--- config.mk ---
export PLATFORM = sky130hd
export DESIGN_NAME = slow_op_initiator
export DESIGN_NICKNAME = d
export VERILOG_FILES = /design/src/rtl/slow_op_initiator.sv
export SDC_FILE = /design/constraint.sdc
export NUM_CORES = 1
export LEC_CHECK = 0
export CORE_ASPECT_RATIO = 0.7
export CORE_MARGIN = 2
export CORE_UTILIZATION = 43
export CTS_CLUSTER_DIAMETER = 30
export DETAILED_ROUTE_END_ITERATION = 6
export PLACE_DENSITY = 0.81
export SLEW_MARGIN = 30
export SYNTH_ARGS = -nofsm -noshare
export SYNTH_HDL_FRONTEND = slang
export SYNTH_SLANG_ARGS = --single-unit
--- constraint.sdc ---
create_clock -name clk -period 9.67 [get_ports clk]
set_input_delay 1.4505 -clock clk [delete_from_list [all_inputs] [get_ports clk]]
set_output_delay 1.4505 -clock clk [all_outputs]
set_load 0.02 [all_outputs]
--- src/rtl/slow_op_initiator.sv ---
// Requester side of the req/ack handshake to a non-pipelined slow functional unit.
// Holds one operation at a time, returns its result to writeback, and flags timeouts and stray acks.
module slow_op_initiator #(
  parameter int unsigned TAG_W   = 5,
  parameter int unsigned TIMEOUT = 1024,
  parameter int unsigned CNT_W   = 16
) (
  input  logic             clk,
  input  logic             rst,
  input  logic             issue_valid,
  input  logic [31:0]      issue_p0,
  input  logic [31:0]      issue_p1,
  input  logic [TAG_W-1:0] issue_tag,
  output logic             issue_ready,
  output logic             stall,
  output logic             req,
  output logic [31:0]      p0,
  output logic [31:0]      p1,
  input  logic             ack,
  input  logic [31:0]      res,
  output logic             wb_valid,
  output logic [31:0]      wb_data,
  output logic [TAG_W-1:0] wb_tag,
  output logic             wb_err,
  input  logic             wb_ready,
  output logic             spurious_ack
);

  typedef enum logic [1:0] {
    IDLE = 2'd0,
    REQ  = 2'd1,
    WB   = 2'd2
  } state_t;

  // Counter value seen in the last permitted REQ cycle; timing out there gives TIMEOUT cycles of req.
  localparam int unsigned      TO_LAST_I = (TIMEOUT == 0) ? 0 : TIMEOUT - 1;
  localparam logic [CNT_W-1:0] TO_LAST   = CNT_W'(TO_LAST_I);

  state_t           state;
  logic [CNT_W-1:0] cnt;
  logic [TAG_W-1:0] tag;

  assign issue_ready = (state == IDLE);
  assign stall       = (state != IDLE);

  always_ff @(posedge clk or posedge rst) begin
    if (rst) begin
      state        <= IDLE;
      cnt          <= '0;
      tag          <= '0;
      req          <= 1'b0;
      p0           <= '0;
      p1           <= '0;
      wb_valid     <= 1'b0;
      wb_data      <= '0;
      wb_tag       <= '0;
      wb_err       <= 1'b0;
      spurious_ack <= 1'b0;
    end else begin
      case (state)
        IDLE: begin
          if (ack) spurious_ack <= 1'b1;
          if (issue_valid) begin
            p0    <= issue_p0;
            p1    <= issue_p1;
            tag   <= issue_tag;
            req   <= 1'b1;
            cnt   <= '0;
            state <= REQ;
          end
        end
        REQ: begin
          // ack takes priority over a coincident timeout
          if (ack) begin
            wb_data  <= res;
            wb_tag   <= tag;
            wb_err   <= 1'b0;
            wb_valid <= 1'b1;
            req      <= 1'b0;
            state    <= WB;
          end else if (TIMEOUT != 0 && cnt == TO_LAST) begin
            wb_data  <= '0;
            wb_tag   <= tag;
            wb_err   <= 1'b1;
            wb_valid <= 1'b1;
            req      <= 1'b0;
            state    <= WB;
          end else begin
            cnt <= cnt + 1'b1;
          end
        end
        WB: begin
          if (ack) spurious_ack <= 1'b1;
          if (wb_ready) begin
            wb_valid <= 1'b0;
            state    <= IDLE;
          end
        end
        default: begin
          req      <= 1'b0;
          wb_valid <= 1'b0;
          state    <= IDLE;
        end
      endcase
    end
  end

endmodule

==> metrics.txt <==
Hold Path Class flip-flop to flip-flop; HP Start tag[0]$_DFFE_PP0P_; DRT antenna net count 0; Final Hold Fails 0; Final Cycle Share 0.343; cell taking the most area after synthesis dfrtp_1; Mapped Cells approximately 510; syn nets roughly 610; area of the multi-input gates ~0.0017 sq mm; Hold Path End tag[0]$_DFFE_PP0P_; HPWL after DPL ~9400 um; CTS sink count roughly 130; die height 94.5 um; 1st-iter DRT viols 328; TritonCTS Buffers 17; I/O Buffers between 200 and 250; hold path depth 2; Setup Skew approximately 10 ps; synthesized area about 0.0050 sq mm; Filler cells between 800 and 900; R2R Setup Slk between 7000 and 8000 ps; crit path kind flip-flop to output pin; TNS Setup 0 ps; status finished clean; fmax about 300 MHz; Worst Tran Pin Value between 800 and 900 ps; critical path arrival 1870 ps; Core ar. ~0.012 sq mm; Area contributors post-synth dfrtp_1, nand2_1, a22o_1; vias in the first global route around 4300; Place WS about 6100 ps; post-CTS resize count 0; Lkg Pwr between 3 and 4 nW; final net count approximately 820; antenna violations before repair 0; clock transition at the registers of the reported paths 60 ps; CTS tree yes; Antenna Cells 0; H-tree Lvls 4; synth unique cells 33; DIE AREA about 0.013 sq mm; worst setup margin between 6000 and 7000 ps; R2R Path End wb_tag[3]$_DFFE_PP0P_; routability cong. ~0.9; Avg Inst Size Synth approximately 9.9 sq um; drt drc 0; sequential area share after synthesis 0.637; number of enable flip-flop cells after synthesis 0; Syn-to-layout area delta 57.3%; Worst Reg2Reg Path Length in Cells 5; Rows 33; storage element area 0.00320 sq mm; wire length per cell 15.7 um; most common cell in the synthesized netlist nand2_1; GRT Overall Usage 0.225; RSZ-0062 raised after global routing no; Slew HR 0.423; Commonest cells post-synth nand2_1, dfrtp_1, a22o_1; hold buffers post-CTS 0; Die Wd between 100 and 150 um; first-pass GRT wire length 22200 um; Initial Util 0.435; # Post-CTS Setup Buffers 0; Setup crit end kind output pin; Max Cap Viol 0; worst endpoint required time 8220 ps; crit path launch type flip-flop; Reg2Reg Launch Point cnt[10]$_DFFE_PP0P_; DR vias 4386; Most used DFF post-synth dfrtp_1; Max Root-Sink Buffers 2; final WL approximately 14000 um; Synth top area share 0.637; largest net degree at the start of global routing 89; crit path max fanout 6; final setup vio count 0; Slew Viols, Final 0; Vias/cell 4.95; total chip power between 0.002 and 0.003 W; ys async rst share 1.00; Max VDD drop between 200 and 250 uV; DR pass1 iterations 5; Hold WS between 400 and 500 ps; GRT overflow 0; power density over the cells around 350 mW/mm^2; share of cells above drive strength 1 0.0658; Yosys warning count 0; min Tclk post-route around 3300 ps; IO Count approximately 210; worst skew pair latency approximately 400 ps; CTS root buf clkbuf_16; Synth Register Bits ~130
==> area by class of cell <==
| cell class | instances | area share |
|---|---|---|
| inverters | 7 | 0.00364 |
| clock buffers | 18 | 0.0542 |
| well taps | 157 | 0.0248 |
| repair buffers | 216 | 0.275 |
| clock inverters | 14 | 0.0231 |
| multi-input cells | 346 | 0.214 |
| flip-flops and latches | 128 | 0.405 |
==> metal layers <==
layer  share of wire  GRT usage  up-vias
met1            0.44      0.285     2101
met3           0.091     0.0923       16
met2            0.46      0.362      181
met4           0.014     0.0638        0
met5               0          0        -
li1                -          -     2088
==> sequential cells by signal, summed over array words and instances, names as in the netlist <==
register and cells:
cnt 16, p0 32, p1 32, req 1
spurious_ack 1, state 2, tag 5, wb_data 32
wb_err 1, wb_tag 5, wb_valid 1
==> worst max-delay path, stage by stage (launching register included) <==
cell and delay (ps):
dfrtp_1 430, nor2_1 360, clkdlybuf4s50_1 680
==> where the power goes <==
group	internal (W)	leakage, nW	total [W]	switching, W
combinational	0.000548	1.78	0.00119	0.000638
sequential	0.000763	1.61	0.000890	0.000128
clock	0.000410	0.293	0.000655	0.000244
total	0.00172	3.67	0.00273	0.00101
==> kinds of logic (layout without fill, tap and decap cells) <==
| kind of cell | Yosys count | after routing | synth area share |
|---|---|---|---|
| AND/OR/NAND/NOR | 270 | 270 | 0.219 |
| multiplexers | 7 | 7 | 0.0152 |
| flip-flops | 128 | 128 | 0.637 |
| adder cells (fa/ha/maj) | 1 | 1 | 0.00249 |
| buffers and inverters | 33 | 255 | 0.0284 |
| AO/OA/AOI/OAI | 68 | 68 | 0.0978 |
==> cell usage in the layout (no fill, tap or decap), drive strengths merged, types with 3 or more instances in the layout <==
cell type / instances
o21ai: 19
a21o: 4
clkdlybuf4s50: 212
a21oi: 7
clkbuf: 18
nor4: 5
clkinv: 6
nand2: 225
mux2: 5
buf: 4
bufinv: 3
nand3: 11
a22o: 34
nor3: 5
dfrtp: 128
inv: 10
nor2: 11
==> per-stage QoR <==
stage / util / instances / area (sq um)
finish: 0.684 / 886 / 7910
global route: 0.684 / 886 / 7910
CTS: 0.684 / 886 / 7910
detailed placement: 0.631 / 854 / 7300
global placement: 0.629 / 853 / 7270
floorplan: - / 507 / 5030
==> worst max-delay path by stage <==
stage	start	end	slack, ps	cells past startpoint
after floorplan	rst	cnt[0]$_DFFE_PP0P_	4810	1
after global placement	issue_valid	cnt[8]$_DFFE_PP0P_	6190	7
after detailed placement	issue_valid	cnt[5]$_DFFE_PP0P_	6140	7
after CTS	state[0]$_DFFE_PP0P_	issue_ready	6340	2
after global routing	state[0]$_DFFE_PP0P_	issue_ready	6270	2
final	state[0]$_DFFE_PP0P_	issue_ready	6350	2
Note: power is estimated with default switching activity, not from simulation.
